===== config.mk =====
export PLATFORM = sky130hd
export DESIGN_NAME = muldiv_unit
export DESIGN_NICKNAME = d
export VERILOG_FILES = /design/src/rtl/muldiv_pkg.sv /design/src/rtl/muldiv_unit.sv
export SDC_FILE = /design/constraint.sdc
export NUM_CORES = 1
export LEC_CHECK = 0
export ABC_AREA = 0
export CORE_UTILIZATION = 25
export CTS_CLUSTER_DIAMETER = 40
export DETAILED_ROUTE_END_ITERATION = 7
export PLACE_DENSITY_LB_ADDON = 0.08
export RECOVER_POWER = 25
export SYNTH_ARGS = -nofsm -noshare
export SYNTH_HDL_FRONTEND = slang
export SYNTH_SLANG_ARGS = --single-unit
export TNS_END_PERCENT = 1

===== constraint.sdc =====
create_clock -name clk -period 5.8 [get_ports clk]
set_input_delay 1.74 -clock clk [delete_from_list [all_inputs] [get_ports clk]]
set_output_delay 1.74 -clock clk [all_outputs]
set_load 0.01 [all_outputs]

===== src/rtl/muldiv_pkg.sv =====
// Shared encodings for the iterative multiply/divide unit: operation codes and
// the sequencing FSM states.
package muldiv_pkg;

   typedef enum logic [2:0] {
      OP_MULT  = 3'd0,
      OP_MULTU = 3'd1,
      OP_DIV   = 3'd2,
      OP_DIVU  = 3'd3,
      OP_MTHI  = 3'd4,
      OP_MTLO  = 3'd5
   } op_e;

   typedef enum logic [1:0] {
      S_IDLE = 2'd0,
      S_RUN  = 2'd1,
      S_DONE = 2'd2
   } state_e;

endpackage


===== src/rtl/muldiv_unit.sv =====
// Iterative HI/LO multiply/divide unit: one shift-add or restoring
// shift-subtract step per cycle on operand magnitudes, sign-corrected at the end.
//
//  state  | meaning
//  -------+-----------------------------------------------------------------
//  S_IDLE | waiting for start; MTHI/MTLO write hi/lo directly
//  S_RUN  | cnt 0..N-1: one iteration per cycle; cnt==N: sign-correct, write
//  S_DONE | one-cycle done pulse, starts ignored, then back to S_IDLE
module muldiv_unit
   import muldiv_pkg::*;
#(
   parameter int N = 32
) (
   input  logic         clk,
   input  logic         reset,
   input  logic [N-1:0] a,
   input  logic [N-1:0] b,
   input  logic [2:0]   op,
   input  logic         start,
   output logic [N-1:0] hi,
   output logic [N-1:0] lo,
   output logic         busy,
   output logic         done
);

   localparam int CW = $clog2(N + 1);

   state_e          state_q, state_d;
   logic [2*N-1:0]  acc_q, acc_d;
   logic [N-1:0]    opd_q, opd_d;
   logic [CW-1:0]   cnt_q, cnt_d;
   logic            is_div_q, is_div_d;
   logic            neg_q, neg_d;
   logic            rneg_q, rneg_d;
   logic [N-1:0]    hi_q, hi_d;
   logic [N-1:0]    lo_q, lo_d;

   op_e             op_cmd;
   logic            signed_op, div_op, a_neg, b_neg;
   logic [N-1:0]    a_mag, b_mag;
   logic [N:0]      add_x, add_y, add_s;
   logic [2*N-1:0]  mul_step, div_step, prod_f;
   logic [N-1:0]    quo_f, rem_f;

   assign op_cmd    = op_e'(op);
   assign signed_op = (op_cmd == OP_MULT) || (op_cmd == OP_DIV);
   assign div_op    = (op_cmd == OP_DIV) || (op_cmd == OP_DIVU);
   assign a_neg     = signed_op & a[N-1];
   assign b_neg     = signed_op & b[N-1];
   assign a_mag     = a_neg ? -a : a;
   assign b_mag     = b_neg ? -b : b;

   // Single N+1-bit adder: multiply adds the multiplicand into the upper half,
   // divide subtracts the divisor from the shifted partial remainder.
   assign add_x = is_div_q ? acc_q[2*N-1:N-1] : {1'b0, acc_q[2*N-1:N]};
   assign add_y = is_div_q ? ~{1'b0, opd_q} : {1'b0, opd_q};
   assign add_s = add_x + add_y + {{N{1'b0}}, is_div_q};

   assign mul_step = acc_q[0] ? {add_s, acc_q[N-1:1]} : {1'b0, acc_q[2*N-1:1]};
   // Partial remainder stays below the divisor, so add_s[N] is a true sign bit.
   assign div_step = add_s[N] ? {acc_q[2*N-2:0], 1'b0}
                              : {add_s[N-1:0], acc_q[N-2:0], 1'b1};

   assign prod_f = neg_q  ? -acc_q : acc_q;
   assign quo_f  = neg_q  ? -acc_q[N-1:0] : acc_q[N-1:0];
   assign rem_f  = rneg_q ? -acc_q[2*N-1:N] : acc_q[2*N-1:N];

   always_comb begin
      state_d  = state_q;
      acc_d    = acc_q;
      opd_d    = opd_q;
      cnt_d    = cnt_q;
      is_div_d = is_div_q;
      neg_d    = neg_q;
      rneg_d   = rneg_q;
      hi_d     = hi_q;
      lo_d     = lo_q;
      case (state_q)
         S_IDLE: begin
            if (start) begin
               case (op_cmd)
                  OP_MULT, OP_MULTU, OP_DIV, OP_DIVU: begin
                     is_div_d = div_op;
                     acc_d    = {{N{1'b0}}, (div_op ? a_mag : b_mag)};
                     opd_d    = div_op ? b_mag : a_mag;
                     // A zero divisor leaves quotient all ones and remainder |a|,
                     // so only the remainder sign fix is needed to return a.
                     neg_d    = (a_neg ^ b_neg) & ~(div_op && (b == '0));
                     rneg_d   = div_op & a_neg;
                     cnt_d    = '0;
                     state_d  = S_RUN;
                  end
                  OP_MTHI: hi_d = a;
                  OP_MTLO: lo_d = a;
                  default: ;
               endcase
            end
         end
         S_RUN: begin
            if (cnt_q == CW'(N)) begin
               if (is_div_q) begin
                  hi_d = rem_f;
                  lo_d = quo_f;
               end else begin
                  hi_d = prod_f[2*N-1:N];
                  lo_d = prod_f[N-1:0];
               end
               state_d = S_DONE;
            end else begin
               acc_d = is_div_q ? div_step : mul_step;
               cnt_d = cnt_q + 1'b1;
            end
         end
         S_DONE:  state_d = S_IDLE;
         default: state_d = S_IDLE;
      endcase
   end

   always_ff @(posedge clk) begin
      if (reset) begin
         state_q  <= S_IDLE;
         acc_q    <= '0;
         opd_q    <= '0;
         cnt_q    <= '0;
         is_div_q <= 1'b0;
         neg_q    <= 1'b0;
         rneg_q   <= 1'b0;
         hi_q     <= '0;
         lo_q     <= '0;
      end else begin
         state_q  <= state_d;
         acc_q    <= acc_d;
         opd_q    <= opd_d;
         cnt_q    <= cnt_d;
         is_div_q <= is_div_d;
         neg_q    <= neg_d;
         rneg_q   <= rneg_d;
         hi_q     <= hi_d;
         lo_q     <= lo_d;
      end
   end

   assign hi   = hi_q;
   assign lo   = lo_q;
   assign busy = (state_q != S_IDLE);
   assign done = (state_q == S_DONE);

endmodule

==> flow_summary.json <==
{
  "status": "finished, violations left",
  "failed_checks": "max-capacitance violations, max-slew violations",
  "drive_gt1_share_pct": 7.11,
  "clk_pin_slew_ns": 0.07,
  "crit_top_cell": "clkbuf_1",
  "r2r_start": "is_div_q$_SDFFE_PP0P_",
  "clock.fmax_mhz": 200,
  "yosys-top-cells-area": "dfxtp_1 (24%), xor2_1 (6.9%), a21oi_1 (6.1%), nand2_1 (6.0%), nor2_1 (5.8%)",
  "reg2reg_slack_ns": 1.10,
  "synth_edf_count": 0,
  "synth.largest_area_cell": "dfxtp_1",
  "ys_seq_area_share_pct": 24.3,
  "setup_slack_ns": 0.788,
  "grt-ovfl-total": 0,
  "grt_antenna_before_repair": 5,
  "clock-sinks": 171,
  "finalPower_uw": 3470,
  "pre_cts_slack_ns": 1.04,
  "final_cell_mix": "nand2_1 (225), nor2_1 (217), a21oi_1 (172)",
  "endpoint_kind": "flip-flop",
  "setup_viol": 0,
  "dp_hpwl_um": 51000,
  "yosys_warnings": 0,
  "cp.depth": 7,
  "holdWs_ns": 0.447,
  "postCtsSetupRepairBufs": 0,
  "synth_async_sr_flop_share_pct": 0,
  "hold_viol": 0,
  "slew_headroom_pct": -59.1,
  "insertion_delay_ns": 0.51,
  "ir_worst_vdd_uv": 252,
  "cts_resized": 0,
  "routedWlPerCell_um": 24.4,
  "p_leak_uw": 0.00644,
  "required_ns": 6.23,
  "rr_worst_depth": 12,
  "clk_path_buf_depth": 2,
  "gp_congestion": 0.886,
  "path_buf_inv": 3,
  "skew_ns": 0.0121,
  "vias_per_cell": 5.43,
  "slowest_delay_ns": 1.72,
  "fin_crit_sh_pct": 86.4,
  "start_util_pct": 25.5,
  "tritoncts": "built",
  "drt_pass1_iterations": 5,
  "die_h_um": 240,
  "cp-start-kind": "input pin",
  "hold_buffers": 0,
  "worstPathCellList": "dlygate4sd3_1 > clkbuf_1 > nand3b_1 > clkbuf_1 > nand3_1 > a221o_1 > a31oi_1",
  "slowest_stage": "clkbuf_1",
  "die_w_um": 240,
  "min-delay-start": "hi[28]$_SDFFE_PP0P_",
  "fin_crit_ns": 5.01,
  "fin_util_pct": 30.2,
  "syn_to_final_growth_pct": 18.4,
  "cts_made_buffers": 17,
  "core_area_mm2": 0.0554,
  "nFillCells": 6106,
  "cap_violations": 2,
  "worstPathMaxFanout": 40,
  "final_common_cell": "nand2_1",
  "slew_violations": 79,
  "min_path_cells": 1,
  "ios": 136,
  "vias": 14800,
  "drt_wl_total_um": 66300,
  "synthFlopType": "dfxtp_1",
  "first_iter_violations": 1112,
  "synth_nets": 2032,
  "tns_ns": 0,
  "drcViolationCount": 0,
  "rows": 86,
  "grt_pass1_vias": 14200,
  "grt_usage_pct": 23.2,
  "dieArea_mm2": 0.0574,
  "final_antenna_net_count": 0,
  "diodes": 0,
  "ctsHtreeMaxLevel": 4,
  "power.density_mw_per_mm2": 207,
  "netlist_instances": 1924,
  "tightestPinTransition_ns": 2.39,
  "hold_path_end": "hi[28]$_SDFFE_PP0P_",
  "port_buffers": 135,
  "r2r_end": "acc_q[61]$_SDFFE_PP0P_",
  "criticalPathCategory": "in -> reg",
  "synth_area_mm2": 0.0141,
  "grt_start_max_net_pins": 75,
  "nets": 2065,
  "synthDistinctLibCells": 78,
  "min_path_type": "reg -> reg",
  "ys_ff_latch": 171,
  "clockRootBuffer": "clkbuf_16",
  "syn_area_per_cell_um2": 7.34,
  "critical_path_arrival_ns": 5.44,
  "rsz0062_at_grt": "false",
  "critPathTopFamily": "buffers and inverters",
  "grt_pass1_wl_um": 96300,
  "yosysTopAreaCellShare_pct": 24.3
}
cell families (layout without fill, tap and decap cells):
logic type                 after synthesis  after routing  share of synthesized area (%)
and+or+nand+nor                        656            656                           21.3
AOI/OAI and AO/OA                      580            580                           26.4
buffers and inverters                  187            233                           5.10
xor gates and xnor gates               181            181                           11.3
DFF                                    171            171                           24.3
muxes                                  111            111                           8.20
adders and majority gates               38             38                           3.42
cell usage after synthesis (8+ instances only):
| cell type | count |
|---|---|
| a211oi_1 | 55 |
| a21o_1 | 20 |
| a21oi_1 | 172 |
| a22o_1 | 11 |
| a311oi_1 | 11 |
| a31oi_1 | 22 |
| and2_1 | 12 |
| and3_1 | 18 |
| buf_1 | 14 |
| clkbuf_1 | 143 |
| dfxtp_1 | 171 |
| ha_1 | 37 |
| inv_1 | 20 |
| mux2_2 | 37 |
| mux2i_1 | 74 |
| nand2_1 | 225 |
| nand3_1 | 32 |
| nand4_1 | 12 |
| nor2_1 | 218 |
| nor2b_1 | 19 |
| nor3_1 | 40 |
| nor4_1 | 20 |
| o211ai_1 | 37 |
| o21ai_0 | 117 |
| o21bai_1 | 8 |
| o22ai_1 | 19 |
| o31ai_1 | 18 |
| o41ai_1 | 18 |
| or4_1 | 16 |
| xnor2_1 | 68 |
| xor2_1 | 111 |
layer usage:
metal / vias to the layer above / global-route usage [%] / share of wire (%)
li1: 7036 / - / -
met1: 7218 / 31.7 / 46
met2: 419 / 36.3 / 46
met3: 89 / 3.53 / 4.7
met4: 4 / 8.97 / 3.3
met5: - / 0 / 0.041
final cells by class:
cell class	count	area [µm²]	share of cell area, %
Multi-Input combinational cell	1566	10000	59.8
Sequential cell	171	3430	20.5
Timing Repair Buffer	180	1700	10.1
Tap cell	748	936	5.60
Clock buffer	18	429	2.57
Clock inverter	14	149	0.891
Inverter	21	78.8	0.472
sequential cells by signal, summed over array words and instances (netlist names):
name      count
acc_q        64
hi           32
lo           32
opd_q        32
cnt_q         6
state_q       2
is_div_q      1
neg_q         1
rneg_q        1
worst max path at each step:
stage / startpoint / end
after floorplan: is_div_q$_SDFFE_PP0P_ / acc_q[46]$_SDFFE_PP0P_
after global routing: op[2] / acc_q[59]$_SDFFE_PP0P_
final: op[2] / acc_q[63]$_SDFFE_PP0P_
after global placement: a[2] / acc_q[18]$_SDFFE_PP0P_
after CTS: is_div_q$_SDFFE_PP0P_ / acc_q[61]$_SDFFE_PP0P_
after detailed placement: a[2] / acc_q[18]$_SDFFE_PP0P_
through the flow:
stage | area (µm²) | instances
finish | 16700 | 2718
global route | 16700 | 2718
CTS | 16700 | 2718
global placement | 16100 | 2686
floorplan | 14100 | 1924
detailed placement | 16100 | 2686
power breakdown:
group | switching [µW] | internal, µW | leakage, µW | total, µW
sequential | 98.3 | 1230 | 0.00139 | 1330
combinational | 596 | 326 | 0.00477 | 923
clock | 611 | 607 | 0.000278 | 1220
total | 1310 | 2160 | 0.00644 | 3470
(Power assumes the default switching activity.)
